`src/rtl/tcu_pkg.sv`:
```
// Shared tensor-core definitions: sequencer states, operand format codes
// and the FEDP pipeline depth as a function of row width.
package tcu_pkg;

  typedef enum logic [1:0] {
    SEQ_IDLE  = 2'd0,
    SEQ_ISSUE = 2'd1,
    SEQ_WAIT  = 2'd2,
    SEQ_DONE  = 2'd3
  } tcu_seq_state_e;

  localparam logic [2:0] TCU_FMT_FP16 = 3'd1;
  localparam logic [2:0] TCU_FMT_BF16 = 3'd2;
  localparam logic [2:0] TCU_FMT_TF32 = 3'd3;

  // decode/multiply (3) + align (1) + 3 per adder-tree level over 2N products + normalise/round (3)
  function automatic int TCU_FEDP_LATENCY(input int n);
    return 3 + 1 + 3 * $clog2(2 * n) + 3;
  endfunction

endpackage

```
`src/rtl/tcu_fedp_seq_wcnt.sv`:
```
// Loadable down-counter timing the FEDP pipeline drain; holds at zero and
// flags it so the sequencer knows when fedp_d is valid.
module tcu_fedp_seq_wcnt #(
  parameter int W = 5
) (
  input  logic         clk,
  input  logic         reset_n,
  input  logic         load_i,
  input  logic [W-1:0] load_val_i,
  input  logic         dec_i,
  output logic         zero_o
);

  logic [W-1:0] cnt_q, cnt_d;

  always_comb begin
    cnt_d = cnt_q;
    if (load_i) begin
      cnt_d = load_val_i;
    end else if (dec_i && (cnt_q != '0)) begin
      cnt_d = cnt_q - W'(1);
    end
  end

  always_ff @(posedge clk or negedge reset_n) begin
    if (!reset_n) begin
      cnt_q <= '0;
    end else begin
      cnt_q <= cnt_d;
    end
  end

  assign zero_o = (cnt_q == '0);

endmodule

```
`src/rtl/tcu_fedp_seq.sv`:
```
// K-loop sequencer in front of the FEDP: pulls one operand beat per step,
// runs it through the pipeline and feeds the result back as the accumulator.
//
// state | meaning
// IDLE  | ready for a request; acc/fmt/K latched on req handshake
// ISSUE | waiting for an operand beat; beat registered into fedp_a/fedp_b
// WAIT  | FEDP enabled for L+1 cycles; result captured when wcnt hits zero
// DONE  | final accumulator held on rsp_d until rsp_ready
module tcu_fedp_seq
  import tcu_pkg::*;
#(
  parameter int N            = 4,
  parameter int XLEN         = 32,
  parameter int FEDP_LATENCY = TCU_FEDP_LATENCY(N),
  parameter int KW           = 8
) (
  input  logic              clk,
  input  logic              reset_n,

  input  logic              req_valid,
  output logic              req_ready,
  input  logic [KW-1:0]     req_k,
  input  logic [2:0]        req_fmt_s,
  input  logic [2:0]        req_fmt_d,
  input  logic [XLEN-1:0]   req_c,

  input  logic              op_valid,
  output logic              op_ready,
  input  logic [N*XLEN-1:0] op_a,
  input  logic [N*XLEN-1:0] op_b,

  output logic              fedp_enable,
  output logic [2:0]        fedp_fmt_s,
  output logic [2:0]        fedp_fmt_d,
  output logic [N*XLEN-1:0] fedp_a,
  output logic [N*XLEN-1:0] fedp_b,
  output logic [XLEN-1:0]   fedp_c,
  input  logic [XLEN-1:0]   fedp_d,

  output logic              rsp_valid,
  input  logic              rsp_ready,
  output logic [XLEN-1:0]   rsp_d,

  output logic              busy
);

  localparam int WCW = $clog2(FEDP_LATENCY + 1);

  tcu_seq_state_e    state_q, state_d;
  logic [XLEN-1:0]   acc_q, acc_d;
  logic [KW-1:0]     rem_q, rem_d;
  logic [2:0]        fmt_s_q, fmt_s_d;
  logic [2:0]        fmt_d_q, fmt_d_d;
  logic [N*XLEN-1:0] a_q, a_d;
  logic [N*XLEN-1:0] b_q, b_d;

  logic wcnt_load;
  logic wcnt_zero;

  assign wcnt_load = (state_q == SEQ_ISSUE) && op_valid;

  tcu_fedp_seq_wcnt #(
    .W (WCW)
  ) u_wcnt (
    .clk        (clk),
    .reset_n    (reset_n),
    .load_i     (wcnt_load),
    .load_val_i (WCW'(FEDP_LATENCY)),
    .dec_i      (state_q == SEQ_WAIT),
    .zero_o     (wcnt_zero)
  );

  always_ff @(posedge clk or negedge reset_n) begin
    if (!reset_n) begin
      state_q <= SEQ_IDLE;
    end else begin
      state_q <= state_d;
    end
  end

  always_comb begin
    state_d = state_q;
    case (state_q)
      SEQ_IDLE: begin
        if (req_valid) begin
          state_d = (req_k == '0) ? SEQ_DONE : SEQ_ISSUE;
        end
      end
      SEQ_ISSUE: begin
        if (op_valid) begin
          state_d = SEQ_WAIT;
        end
      end
      SEQ_WAIT: begin
        if (wcnt_zero) begin
          state_d = (rem_q == KW'(1)) ? SEQ_DONE : SEQ_ISSUE;
        end
      end
      SEQ_DONE: begin
        if (rsp_ready) begin
          state_d = SEQ_IDLE;
        end
      end
      default: state_d = SEQ_IDLE;
    endcase
  end

  always_comb begin
    req_ready   = 1'b0;
    op_ready    = 1'b0;
    fedp_enable = 1'b0;
    rsp_valid   = 1'b0;
    busy        = 1'b1;
    case (state_q)
      SEQ_IDLE: begin
        req_ready = 1'b1;
        busy      = 1'b0;
      end
      SEQ_ISSUE: op_ready    = 1'b1;
      SEQ_WAIT:  fedp_enable = 1'b1;
      SEQ_DONE:  rsp_valid   = 1'b1;
      default:   busy        = 1'b1;
    endcase
  end

  // Datapath: everything the FEDP and response port see is registered
  always_comb begin
    acc_d   = acc_q;
    rem_d   = rem_q;
    fmt_s_d = fmt_s_q;
    fmt_d_d = fmt_d_q;
    a_d     = a_q;
    b_d     = b_q;
    case (state_q)
      SEQ_IDLE: begin
        if (req_valid) begin
          fmt_s_d = req_fmt_s;
          fmt_d_d = req_fmt_d;
          acc_d   = req_c;
          rem_d   = req_k;
        end
      end
      SEQ_ISSUE: begin
        if (op_valid) begin
          a_d = op_a;
          b_d = op_b;
        end
      end
      SEQ_WAIT: begin
        if (wcnt_zero) begin
          acc_d = fedp_d;
          rem_d = rem_q - KW'(1);
        end
      end
      default: ;
    endcase
  end

  always_ff @(posedge clk or negedge reset_n) begin
    if (!reset_n) begin
      acc_q   <= '0;
      rem_q   <= '0;
      fmt_s_q <= '0;
      fmt_d_q <= '0;
      a_q     <= '0;
      b_q     <= '0;
    end else begin
      acc_q   <= acc_d;
      rem_q   <= rem_d;
      fmt_s_q <= fmt_s_d;
      fmt_d_q <= fmt_d_d;
      a_q     <= a_d;
      b_q     <= b_d;
    end
  end

  assign fedp_fmt_s = fmt_s_q;
  assign fedp_fmt_d = fmt_d_q;
  assign fedp_a     = a_q;
  assign fedp_b     = b_q;
  assign fedp_c     = acc_q;
  assign rsp_d      = acc_q;

endmodule

```
`config.mk`:
```
export PLATFORM = sky130hd
export DESIGN_NAME = tcu_fedp_seq
export DESIGN_NICKNAME = d
export VERILOG_FILES = /design/src/rtl/tcu_pkg.sv /design/src/rtl/tcu_fedp_seq_wcnt.sv /design/src/rtl/tcu_fedp_seq.sv
export SDC_FILE = /design/constraint.sdc
export NUM_CORES = 1
export LEC_CHECK = 0
export BUFFER_PORTS_ARGS = -buffer_cell sky130_fd_sc_hd__buf_2
export CELL_PAD_IN_SITES_DETAIL_PLACEMENT = 0
export CELL_PAD_IN_SITES_GLOBAL_PLACEMENT = 1
export CORE_AREA = 2 2 260 262
export DETAILED_ROUTE_END_ITERATION = 7
export DIE_AREA = 0 0 262 264
export PLACE_DENSITY = 0.51
export SLEW_MARGIN = 20
export SYNTH_ARGS = -nofsm -noshare
export SYNTH_HDL_FRONTEND = slang
export SYNTH_SLANG_ARGS = --single-unit
```
`constraint.sdc`:
```
create_clock -name clk -period 3.5 [get_ports clk]
set_clock_uncertainty 0.2 [all_clocks]
set_input_delay 0.175 -clock clk [delete_from_list [all_inputs] [get_ports clk]]
set_output_delay 0.175 -clock clk [all_outputs]
set_load 0.03 [all_outputs]
```
==> results of run 1 <==
## cell families (layout without fill, tap and decap cells)
group | Yosys count | after routing
AOI/OAI and AO/OA | 61 | 61
muxes | 40 | 40
xor gates and xnor gates | 3 | 3
DFF | 309 | 309
buffers and inverters | 115 | 1109
and+or+nand+nor | 841 | 841
adders and majority gates | 3 | 3
## power groups by stage
stage / combinational [W] / clock, W / sequential (W)
finish: 0.00939 / 0.00387 / 0.00617
global route: 0.0102 / 0.00423 / 0.00640
CTS: 0.00953 / 0.00405 / 0.00618
detailed placement: 0.00910 / 0 / 0.00620
global placement: 0.00904 / 0 / 0.00618
floorplan: 0.00310 / 0 / 0.00924
## layout by cell type (no fill, tap or decap), types with 2 or more instances in the layout
master / synthesis / routed
dfrtp_1: 309 / 309
o22ai_1: 2 / 2
nand2_1: 805 / 804
nand3_1: 3 / 3
clkbuf_16: 0 / 39
a21oi_1: 10 / 10
ha_1: 3 / 3
buf_4: 32 / 12
dlygate4sd3_1: 0 / 342
clkinv_2: 0 / 3
nand2b_1: 2 / 2
nor2_1: 11 / 11
clkbuf_1: 38 / 11
buf_2: 31 / 668
xor2_1: 2 / 2
clkinvlp_4: 0 / 2
inv_1: 8 / 8
clkbuf_8: 0 / 9
mux2i_1: 32 / 32
mux2_2: 8 / 8
buf_12: 0 / 10
o21ai_0: 39 / 39
o21ba_2: 1 / 2
nor4_1: 4 / 4
or3_1: 2 / 2
nor3_1: 5 / 5
## worst max-delay path: stages, from the launching register on
cell and delay (ns):
dfrtp_1 0.45, nand2b_1 0.49, inv_2 0.59, buf_4 0.34
mux2i_1 0.20, dlygate4sd3_1 0.56, o21ai_0 0.07
## layout make-up
cell class / count / area share [%]
Clock buffer: 59 / 5.382
Clock inverter: 8 / 0.3659
Inverter: 9 / 0.1593
Multi-Input combinational cell: 948 / 19.12
Sequential cell: 309 / 36.47
Tap cell: 873 / 5.152
Timing Repair Buffer: 1033 / 33.35
## how the worst max path moves through the flow
stage               slack (ns)                      to  depth (start not counted)                        start
finish                    0.41   fedp_c[4]$_DFFE_PN0P_                          6       state_q[0]$_DFFE_PN0P_
global route              0.18   fedp_c[4]$_DFFE_PN0P_                          6       state_q[0]$_DFFE_PN0P_
global placement          0.80  fedp_c[28]$_DFFE_PN0P_                          4       state_q[0]$_DFFE_PN0P_
floorplan                 1.41    rem_q[6]$_DFFE_PN0P_                          8  u_wcnt.cnt_q[0]$_DFFE_PN0P_
CTS                       0.41   fedp_c[5]$_DFFE_PN0P_                          6       state_q[0]$_DFFE_PN0P_
detailed placement        0.71  fedp_c[29]$_DFFE_PN0P_                          4       state_q[0]$_DFFE_PN0P_
## registers in the layout (all words and copies together) (netlist names)
name	flops
fedp_a	128
fedp_b	128
fedp_c	32
fedp_fmt_d	3
fedp_fmt_s	3
rem_q	8
state_q	2
u_wcnt.cnt_q	5
## routing by layer
layer	GRT usage (%)	wire, um
met5	0	16
met4	4.275	1284
met3	3.589	3493
met2	22.73	23130
met1	15.95	19530
## what timing repair did
| item | CTS | global route |
|---|---|---|
| endpoints found under the hold margin | 429 | 0 |
| hold buffers | 342 | 0 |
| setup endpoints to repair | 0 | 0 |
## stage by stage
stage	instance area [um2]	utilization [%]	setup WS (ns)	total power, W
floorplan	12390	-	1.411	0.01234
global placement	16560	24.88	0.8040	0.01522
detailed placement	16560	24.88	0.7143	0.01530
CTS	21200	31.85	0.4092	0.01976
global route	21200	31.85	0.1769	0.02080
finish	21200	31.85	0.4115	0.01943
==> flow_metrics.py, run 1 <==
metrics = {
    "global_route": {
        "grtUsageTotal_pct": 13.24,
        "grt_max_degree": 115,
        "grt_pass1_wl_um": 72610,
        "grt_pass1_vias": 13050,
        "antenna_found_initial": 2,
        "overflow": 0,
    },
    "clocking": {
        "clock_sinks": 309,
        "htree_levels": 2,
        "clock_latency_ns": 0.54,
        "ctsLongestPathBuffers": 3,
        "clk_pin_slew_ns": 0.06,
        "cts_buffers": 39,
        "post_cts_buffers": 0,
        "root_buffer": "clkbuf_16",
        "cts_tree": "yes",
        "cts_resized": 0,
    },
    "run": {
        "cap_violations": 0,
    },
    "synth": {
        "ys_types": 41,
        "yosysSeqAreaShare_pct": 62.41,
        "synth_top_family_by_area": "simple AND/OR/NAND/NOR gates",
        "synth_most_common_cell": "nand2_1",
        "ys_top_cells_by_area": "dfrtp_1 (62%), nand2_1 (24%), mux2i_1 (2.6%)",
        "synth_nets": 1714,
        "synth_xor_area_share_pct": 0.2121,
        "synth_compound_area_share_pct": 2.757,
        "async_flop_share_pct": 100.0,
        "syn_avg_cell_area_um2": 9.030,
        "synth_cells": 1372,
        "synth_top_cell_area_share_pct": 62.41,
        "synth-seq-cells": 309,
        "synthFlopType": "dfrtp_1",
        "yosys.area.top_type": "dfrtp_1",
        "yosys-top-cells-count": "nand2_1 (805), dfrtp_1 (309), o21ai_0 (39), clkbuf_1 (38)",
        "ys.warnings.count": 0,
        "synthSimpleGateAreaFrac_pct": 26.06,
        "synth_fa_ha_area_share_pct": 0.3030,
        "synth-edff-count": 0,
        "synth_area_um2": 12390,
        "synthMuxAreaShare_pct": 3.312,
    },
    "drt": {
        "remaining_drc_errors": 0,
        "num_vias": 12360,
        "totalWireLength_um": 47450,
        "viasPerCell": 3.815,
        "antenna_left": 0,
        "wl_per_cell_um": 14.65,
        "firstDrtPassIters": 7,
        "drt_iter0_drc": 466,
    },
    "power_and_ir_drop": {
        "p_per_area_nw_per_um2": 916.4,
        "p_comb_share_pct": 48.3,
        "irDropWorstVdd_mv": 0.3965,
        "seqPwrFrac_pct": 31.8,
        "p_switching_w": 0.009069,
        "netSwitchingFraction_pct": 46.67,
        "p_leak_nw": 11.49,
        "p_clk_share_pct": 19.9,
        "intPower_w": 0.01036,
    },
    "critical_path": {
        "timing.reg2reg.setup_slack_ns": 0.41,
        "cp.required_ns": 3.69,
        "startpoint_type": "flip-flop",
        "worstRegToRegCells": 6,
        "cp_max_fo": 24,
        "arrival_ns": 3.28,
        "end_kind": "flip-flop",
        "r2r-end": "fedp_c[4]$_DFFE_PN0P_",
        "path_class": "flip-flop to flip-flop",
        "r2r-start": "state_q[0]$_DFFE_PN0P_",
    },
    "sta": {
        "tightest_slew_ns": 0.8322,
        "finalCritPeriodShare_pct": 88.24,
        "relSlewSlack_pct": 44.52,
        "min_period_ns": 3.088,
        "hold_violations": 0,
        "timing.fmax_mhz": 323.8,
        "setup_violations": 0,
        "rsz0062_at_grt": "no",
        "slew_violations": 0,
        "tns_ns": 0,
        "worst_hold_slack_ns": 0.04432,
    },
    "final_layout": {
        "finalNonFillerCells": 3239,
        "areaGrowthSynthToFinish_pct": 71.14,
        "num-fill-cells": 7100,
        "drive_gt1_share_pct": 32.29,
        "fin_nets": 2682,
        "register_area_um2": 7732,
        "antenna_cells": 0,
        "multi_input_area_um2": 4054,
    },
    "die": {
        "pin_count": 670,
        "dieHeight_um": 264,
        "dieArea_um2": 69170,
        "initial_core_util_pct": 18.61,
        "die_w_um": 262,
        "rows": 95,
        "core-area_um2": 66560,
    },
    "placement": {
        "dp_cells": 2830,
        "routabilityCongestion": 0.8024,
        "dp_hpwl_um": 33400,
        "io_buffers": 669,
    },
    "outcome": {
        "outcome": "complete, no violations",
    },
    "min_path": {
        "hold_class": "input pin to asynchronous set/reset pin",
    },
}
Note: power is estimated with default switching activity, not from simulation.
==> run 2: changes to the inputs <==
--- a/config.mk
+++ b/config.mk
@@ -8,10 +8,11 @@
 export BUFFER_PORTS_ARGS = -buffer_cell sky130_fd_sc_hd__buf_2
 export CELL_PAD_IN_SITES_DETAIL_PLACEMENT = 0
 export CELL_PAD_IN_SITES_GLOBAL_PLACEMENT = 1
-export CORE_AREA = 2 2 260 262
+export CORE_AREA = 2 2 264 266
+export CTS_BUF_LIST = sky130_fd_sc_hd__clkbuf_2 sky130_fd_sc_hd__clkbuf_4 sky130_fd_sc_hd__clkbuf_8
 export DETAILED_ROUTE_END_ITERATION = 7
-export DIE_AREA = 0 0 262 264
-export PLACE_DENSITY = 0.51
+export DIE_AREA = 0 0 266 268
+export PLACE_DENSITY = 0.5
 export SLEW_MARGIN = 20
 export SYNTH_ARGS = -nofsm -noshare
 export SYNTH_HDL_FRONTEND = slang
==> run 2 against run 1 <==
Against the previous run:
- via count increased by 7.8%
- worst hold slack improved by 0.031 ns
- non-clock buffer count increased by 164
- design area is 8.0% higher
- first-iteration DRC count up 15%
- clock power grew 1%
- critical endpoint is now fedp_enable
- largest cell class is now non-clock buffers
- largest power group unchanged
- highest routed layer unchanged
==> flow_metrics.py, run 2 (synthesis results as in run 1) <==
metrics = {
    "sta": {
        "setup_slack_ns": 0.8303,
        "slew_violations": 0,
        "tightest_slew_ns": 0.6489,
        "timing.fmax_mhz": 374.6,
        "relSlewSlack_pct": 56.74,
        "finalCritPeriodShare_pct": 76.28,
        "setup_violations": 0,
        "tns_ns": 0,
        "min_period_ns": 2.670,
        "rsz0062_at_grt": "no",
        "hold_violations": 0,
    },
    "critical_path": {
        "cp_cell_sequence": "nand2b_1 > buf_4 > inv_2 > buf_4 > buf_2",
        "crit_slowest_cell": "dfrtp_1",
        "end_kind": "output pin",
        "cp_max_fo": 19,
        "startpoint": "state_q[0]$_DFFE_PN0P_",
        "arrival_ns": 2.29,
        "timing.reg2reg.setup_slack_ns": 0.83,
        "path_common_cell": "buf_4",
        "critPathBufInv": 4,
        "critical-path-max-stage-delay_ns": 0.46,
        "path_class": "flip-flop to output pin",
        "path_delay_family": "buffers and inverters",
        "cp.required_ns": 3.12,
        "r2r-start": "state_q[0]$_DFFE_PN0P_",
        "startpoint_type": "flip-flop",
    },
    "placement": {
        "routabilityCongestion": 0.7642,
        "dp_hpwl_um": 35020,
        "place_ws_ns": 1.060,
        "io_buffers": 669,
    },
    "clocking": {
        "clock_sinks": 309,
        "root_buffer": "clkbuf_8",
        "htree_levels": 2,
        "cts_tree": "yes",
        "post_cts_buffers": 0,
        "clock_latency_ns": 0.65,
        "cts_hold_buf": 495,
        "clk_pin_slew_ns": 0.06,
        "cts_resized": 0,
        "ctsLongestPathBuffers": 3,
        "cts_buffers": 59,
    },
    "min_path": {
        "hold_class": "input pin to flip-flop",
        "worstHoldStart": "op_a[50]",
    },
    "power_and_ir_drop": {
        "p_per_area_nw_per_um2": 866.8,
        "p_comb_share_pct": 48.9,
        "netSwitchingFraction_pct": 47.03,
        "seqPwrFrac_pct": 31.3,
        "p_leak_nw": 12.24,
        "p_clk_share_pct": 19.7,
        "intPower_w": 0.01051,
        "irDropWorstVdd_mv": 0.3736,
        "p_switching_w": 0.009335,
    },
    "drt": {
        "viasPerCell": 3.855,
        "firstDrtPassIters": 4,
        "drt_iter0_drc": 537,
        "num_vias": 13320,
        "wl_per_cell_um": 14.99,
        "remaining_drc_errors": 0,
        "antenna_left": 0,
        "totalWireLength_um": 51800,
    },
    "global_route": {
        "grt_max_degree": 76,
        "grtUsageTotal_pct": 13.96,
        "antenna_found_initial": 2,
        "grt_pass1_wl_um": 78270,
        "overflow": 0,
        "grt_pass1_vias": 13940,
    },
    "die": {
        "initial_core_util_pct": 18.16,
        "dieHeight_um": 268,
        "die_w_um": 266,
        "dieArea_um2": 71290,
        "core-area_um2": 68230,
        "pin_count": 670,
        "rows": 96,
    },
    "run": {
        "cap_violations": 0,
    },
    "final_layout": {
        "layout_common_cells": "nand2_1 (804), buf_2 (668), dlygate4sd3_1 (494)",
        "areaGrowthSynthToFinish_pct": 84.82,
        "num-fill-cells": 7061,
        "drive_gt1_share_pct": 32.23,
        "final_util_pct": 33.56,
        "final_common_cell": "nand2_1",
        "fin_nets": 2866,
    },
    "outcome": {
        "outcome": "complete, no violations",
    },
}
==> run 2: changes by cell type in the layout (fill, tap and decap cells not counted), moves of 11 or more <==
cell           delta
dlygate4sd3_1   +152
clkbuf_16        -39
buf_4            +14
clkbuf_1         -11
clkbuf_4         +28
clkbuf_8         +68
==> run 2: worst min-delay path, cell delays in order <==
cell,delay (ns)
dlygate4sd3_1,0.54
buf_2,0.10
nand2_1,0.04
nand2_1,0.04
==> run 2: path summary, 6_finish.rpt <==
kind / depth (start not counted) / to
min in group asynchronous: 4 / fedp_b[127]$_DFFE_PN0P_
max reg2reg: 7 / fedp_c[0]$_DFFE_PN0P_
min: 4 / fedp_a[50]$_DFFE_PN0P_
min reg2reg: 2 / fedp_b[78]$_DFFE_PN0P_
max in group asynchronous: 5 / fedp_a[101]$_DFFE_PN0P_
max: 5 / fedp_enable
==> run 2: through the flow <==
step	hold WS, ns	cell area (um2)	std cells	power [W]
detailed placement	0.04660	16620	2850	0.01540
floorplan	-0.3206	12390	1372	0.01234
CTS	0.0005925	22900	3454	0.02013
global route	0.02278	22900	3455	0.02119
global placement	0.05355	16620	2850	0.01534
finish	0.07545	22900	3455	0.01985
==> run 2: layout make-up <==
class / instances / area (um2) / share of cell area (%)
Inverter: 9 / 33.78 / 0.1475
Timing Repair Buffer: 1197 / 8666 / 37.84
Clock buffer: 105 / 1270 / 5.546
Antenna cell: 1 / 2.502 / 0.01093
Sequential cell: 309 / 7732 / 33.77
Clock inverter: 4 / 36.28 / 0.1585
Multi-Input combinational cell: 948 / 4054 / 17.70
Tap cell: 882 / 1104 / 4.819
==> run 2: power by group through the flow <==
stage,logic (W),registers (W),clock network (W)
CTS,0.00981,0.00622,0.00410
detailed placement,0.00916,0.00625,0
global placement,0.00912,0.00622,0
global route,0.0105,0.00644,0.00426
finish,0.00971,0.00622,0.00392
floorplan,0.00310,0.00924,0
==> run 2: routing by layer <==
layer | vias up | global-route usage [%] | routed length [um]
li1 | 6522 | - | -
met1 | 6248 | 15.67 | 20260
met2 | 431 | 25.04 | 26170
met3 | 116 | 3.867 | 3579
met4 | 2 | 5.451 | 1774
met5 | - | 0 | 13
==> run 3: changes to the inputs <==
--- a/config.mk
+++ b/config.mk
@@ -5,13 +5,14 @@
 export SDC_FILE = /design/constraint.sdc
 export NUM_CORES = 1
 export LEC_CHECK = 0
+export ABC_AREA = 1
 export BUFFER_PORTS_ARGS = -buffer_cell sky130_fd_sc_hd__buf_2
 export CELL_PAD_IN_SITES_DETAIL_PLACEMENT = 0
 export CELL_PAD_IN_SITES_GLOBAL_PLACEMENT = 1
-export CORE_AREA = 2 2 264 266
+export CORE_AREA = 2 2 259 261
 export CTS_BUF_LIST = sky130_fd_sc_hd__clkbuf_2 sky130_fd_sc_hd__clkbuf_4 sky130_fd_sc_hd__clkbuf_8
 export DETAILED_ROUTE_END_ITERATION = 7
-export DIE_AREA = 0 0 266 268
+export DIE_AREA = 0 0 261 263
 export PLACE_DENSITY = 0.5
 export SLEW_MARGIN = 20
 export SYNTH_ARGS = -nofsm -noshare
==> constraint.sdc (replaced) <==
create_clock -name clk -period 2.8 [get_ports clk]
set_clock_uncertainty 0.2 [all_clocks]
set_input_delay 0.14 -clock clk [delete_from_list [all_inputs] [get_ports clk]]
set_output_delay 0.14 -clock clk [all_outputs]
set_load 0.03 [all_outputs]
==> run 3 against run 2 <==
Against the previous run:
- final cell count is 16% lower
- design area up 0.33%
- non-clock buffer count shrank 91
- largest power group unchanged
- routed wire length shrank 11%
- power increased by 38%
- synthesized area is 7.8% higher
- critical endpoint is now fedp_c[11]$_DFFE_PN0P_
- clock-buffer cell count fell by 9
- global-route usage fell by 0.88 points
- sequential share of layout area down 0.11 points
- utilization increased by 1.4 points
- first-iteration DRC count is 39% lower
==> flow_metrics.py, run 3 <==
metrics = {
    "clocking": {
        "clock_latency_ns": 0.64,
        "clk_pin_slew_ns": 0.06,
        "htree_levels": 2,
        "root_buffer": "clkbuf_8",
        "ctsLongestPathBuffers": 3,
        "cts_buffers": 59,
        "cts_tree": "yes",
        "post_cts_buffers": 0,
        "clock_sinks": 309,
    },
    "synth": {
        "yosys-top-cells-count": "dfrtp_1 (309), mux2_4 (196), nand2_1 (109), mux2_2 (66), buf_4 (38)",
        "synth_most_common_cell": "dfrtp_1",
        "ys_types": 26,
        "ys_top_cells_by_area": "dfrtp_1 (58%), mux2_4 (22%), mux2_2 (5.6%)",
        "synth-edff-count": 0,
        "yosys.area.top_type": "dfrtp_1",
        "synth_cells": 912,
        "synth_top_cell_area_share_pct": 57.92,
        "ys.warnings.count": 0,
        "yosysSeqAreaShare_pct": 57.92,
        "syn_avg_cell_area_um2": 14.64,
        "synthFlopType": "dfrtp_1",
        "synth_nets": 1254,
        "synth-seq-cells": 309,
        "synth_area_um2": 13350,
        "async_flop_share_pct": 100.0,
    },
    "global_route": {
        "grt_pass1_wl_um": 70700,
        "grt_max_degree": 85,
        "grtUsageTotal_pct": 13.08,
        "antenna_found_initial": 1,
        "overflow": 0,
        "grt_pass1_vias": 12550,
    },
    "sta": {
        "rsz0062_at_grt": "no",
        "setup_slack_ns": 0.2168,
        "setup_violations": 0,
        "timing.fmax_mhz": 387.1,
        "relSlewSlack_pct": 48.59,
        "tightest_slew_ns": 0.7711,
        "finalCritPeriodShare_pct": 92.26,
        "slew_violations": 0,
        "hold_violations": 0,
        "tns_ns": 0,
        "min_period_ns": 2.583,
    },
    "drt": {
        "wl_per_cell_um": 15.79,
        "totalWireLength_um": 46030,
        "drt_iter0_drc": 329,
        "viasPerCell": 3.869,
        "antenna_left": 0,
        "remaining_drc_errors": 0,
        "num_vias": 11280,
        "firstDrtPassIters": 4,
    },
    "die": {
        "dieArea_um2": 68640,
        "rows": 94,
        "dieHeight_um": 263,
        "pin_count": 670,
        "die_w_um": 261,
        "initial_core_util_pct": 20.34,
        "core-area_um2": 65630,
    },
    "critical_path": {
        "critPathBufInv": 3,
        "arrival_ns": 2.94,
        "end_kind": "flip-flop",
        "critical-path-max-stage-delay_ns": 0.60,
        "r2r-end": "fedp_c[11]$_DFFE_PN0P_",
        "path_delay_family": "buffers and inverters",
        "cp.required_ns": 3.16,
        "worstRegToRegCells": 8,
        "path_class": "flip-flop to flip-flop",
        "crit_slowest_cell": "dlygate4sd3_1",
        "cp_max_fo": 42,
        "r2r-start": "u_wcnt.cnt_q[0]$_DFFE_PN0P_",
        "timing.reg2reg.setup_slack_ns": 0.22,
        "startpoint_type": "flip-flop",
        "cp_cell_sequence": "inv_1 > ha_1 > nand4_4 > nand2_4 > buf_4 > o211ai_1 > dlygate4sd3_1 > nand2_1",
    },
    "placement": {
        "routabilityCongestion": 0.7856,
        "io_buffers": 669,
        "placed_area_um2": 17470,
        "dp_hpwl_um": 31980,
        "place_ws_ns": 0.6423,
    },
    "power_and_ir_drop": {
        "irDropWorstVdd_mv": 0.6524,
        "p_comb_share_pct": 52.2,
        "intPower_w": 0.01542,
        "seqPwrFrac_pct": 29.8,
        "p_clk_share_pct": 18.1,
        "p_switching_w": 0.01195,
        "netSwitchingFraction_pct": 43.64,
        "p_leak_nw": 11.70,
        "p_per_area_nw_per_um2": 1191,
    },
    "final_layout": {
        "areaGrowthSynthToFinish_pct": 72.09,
        "fin_area_um2": 22970,
        "final_util_pct": 35.01,
        "layout_common_cells": "buf_2 (668), dlygate4sd3_1 (416), dfrtp_1 (309)",
        "drive_gt1_share_pct": 53.78,
        "final_common_cell": "buf_2",
        "fin_nets": 2345,
        "num-fill-cells": 6512,
    },
    "min_path": {
        "hold_end": "fedp_a[77]$_DFFE_PN0P_",
        "worstHoldStart": "op_a[77]",
        "hold_class": "input pin to flip-flop",
        "hold_path_depth": 3,
    },
    "run": {
        "cap_violations": 0,
    },
    "outcome": {
        "outcome": "complete, no violations",
    },
}
[run 3: kinds of logic after synthesis]
group / synth area share [%]
flip-flops: 57.92
AO/OA/AOI/OAI: 2.568
multiplexers: 27.61
XOR/XNOR: 0.06562
adder cells (fa/ha/maj): 0.2812
AND/OR/NAND/NOR: 6.345
buffers and inverters: 5.211
[run 3: worst max path at each step]
stage	cells past startpoint	end	startpoint	slack (ns)
global route	8	fedp_c[9]$_DFFE_PN0P_	u_wcnt.cnt_q[0]$_DFFE_PN0P_	0.002
global placement	5	fedp_b[49]$_DFFE_PN0P_	state_q[0]$_DFFE_PN0P_	0.67
detailed placement	5	fedp_b[21]$_DFFE_PN0P_	state_q[0]$_DFFE_PN0P_	0.64
finish	8	fedp_c[11]$_DFFE_PN0P_	u_wcnt.cnt_q[0]$_DFFE_PN0P_	0.22
floorplan	7	fedp_c[10]$_DFFE_PN0P_	state_q[0]$_DFFE_PN0P_	0.78
CTS	8	state_q[1]$_DFFE_PN0P_	state_q[0]$_DFFE_PN0P_	0.20
[run 3: cell type report]
cell class / instances / area [um2] / share of cell area [%]
Inverter: 22 / 82.58 / 0.3594
Multi-Input combinational cell: 505 / 4941 / 21.51
Sequential cell: 309 / 7732 / 33.66
Clock buffer: 96 / 1215 / 5.288
Clock inverter: 11 / 123.9 / 0.5392
Timing Repair Buffer: 1106 / 7796 / 33.93
Tap cell: 864 / 1081 / 4.705
Antenna cell: 1 / 2.502 / 0.01089
[run 3: per-stage QoR]
step / hold WS (ns) / std cells / power, W
finish: 0.06134 / 2914 / 0.02737
global route: 0.002633 / 2914 / 0.02895
CTS: 0.00003481 / 2913 / 0.02768
detailed placement: 0.04540 / 2390 / 0.02174
global placement: 0.02588 / 2390 / 0.02171
floorplan: -0.3556 / 912 / 0.01794
[run 3: repair_timing]
item | in CTS | in global routing
hold buffers | 416 | 0
resized for setup | 0 | 1
endpoints found under the setup margin | 0 | 1
hold endpoints to repair | 616 | 0
[run 3: worst reg2reg max path: stages, from the launching register on]
cell and delay, ns:
dfrtp_1 0.35, inv_1 0.11, ha_1 0.29, nand4_4 0.17, nand2_4 0.10, buf_4 0.42
o211ai_1 0.20, dlygate4sd3_1 0.60, nand2_1 0.06
[run 3: routing by layer]
layer	routed length (um)	GRT usage [%]
met3	2937	3.283
met2	24110	24.18
met5	0	0
met1	17270	14.06
met4	1707	5.252
[run 3: power by group through the flow]
stage          clock network, W  registers [W]  logic [W]
2_1_floorplan                 0         0.0123    0.00561
3_3_place_gp                  0        0.00816     0.0136
3_5_place_dp                  0        0.00812     0.0136
4_1_cts                 0.00516        0.00814     0.0144
5_1_grt                 0.00539        0.00844     0.0151
6_report                0.00495        0.00815     0.0143
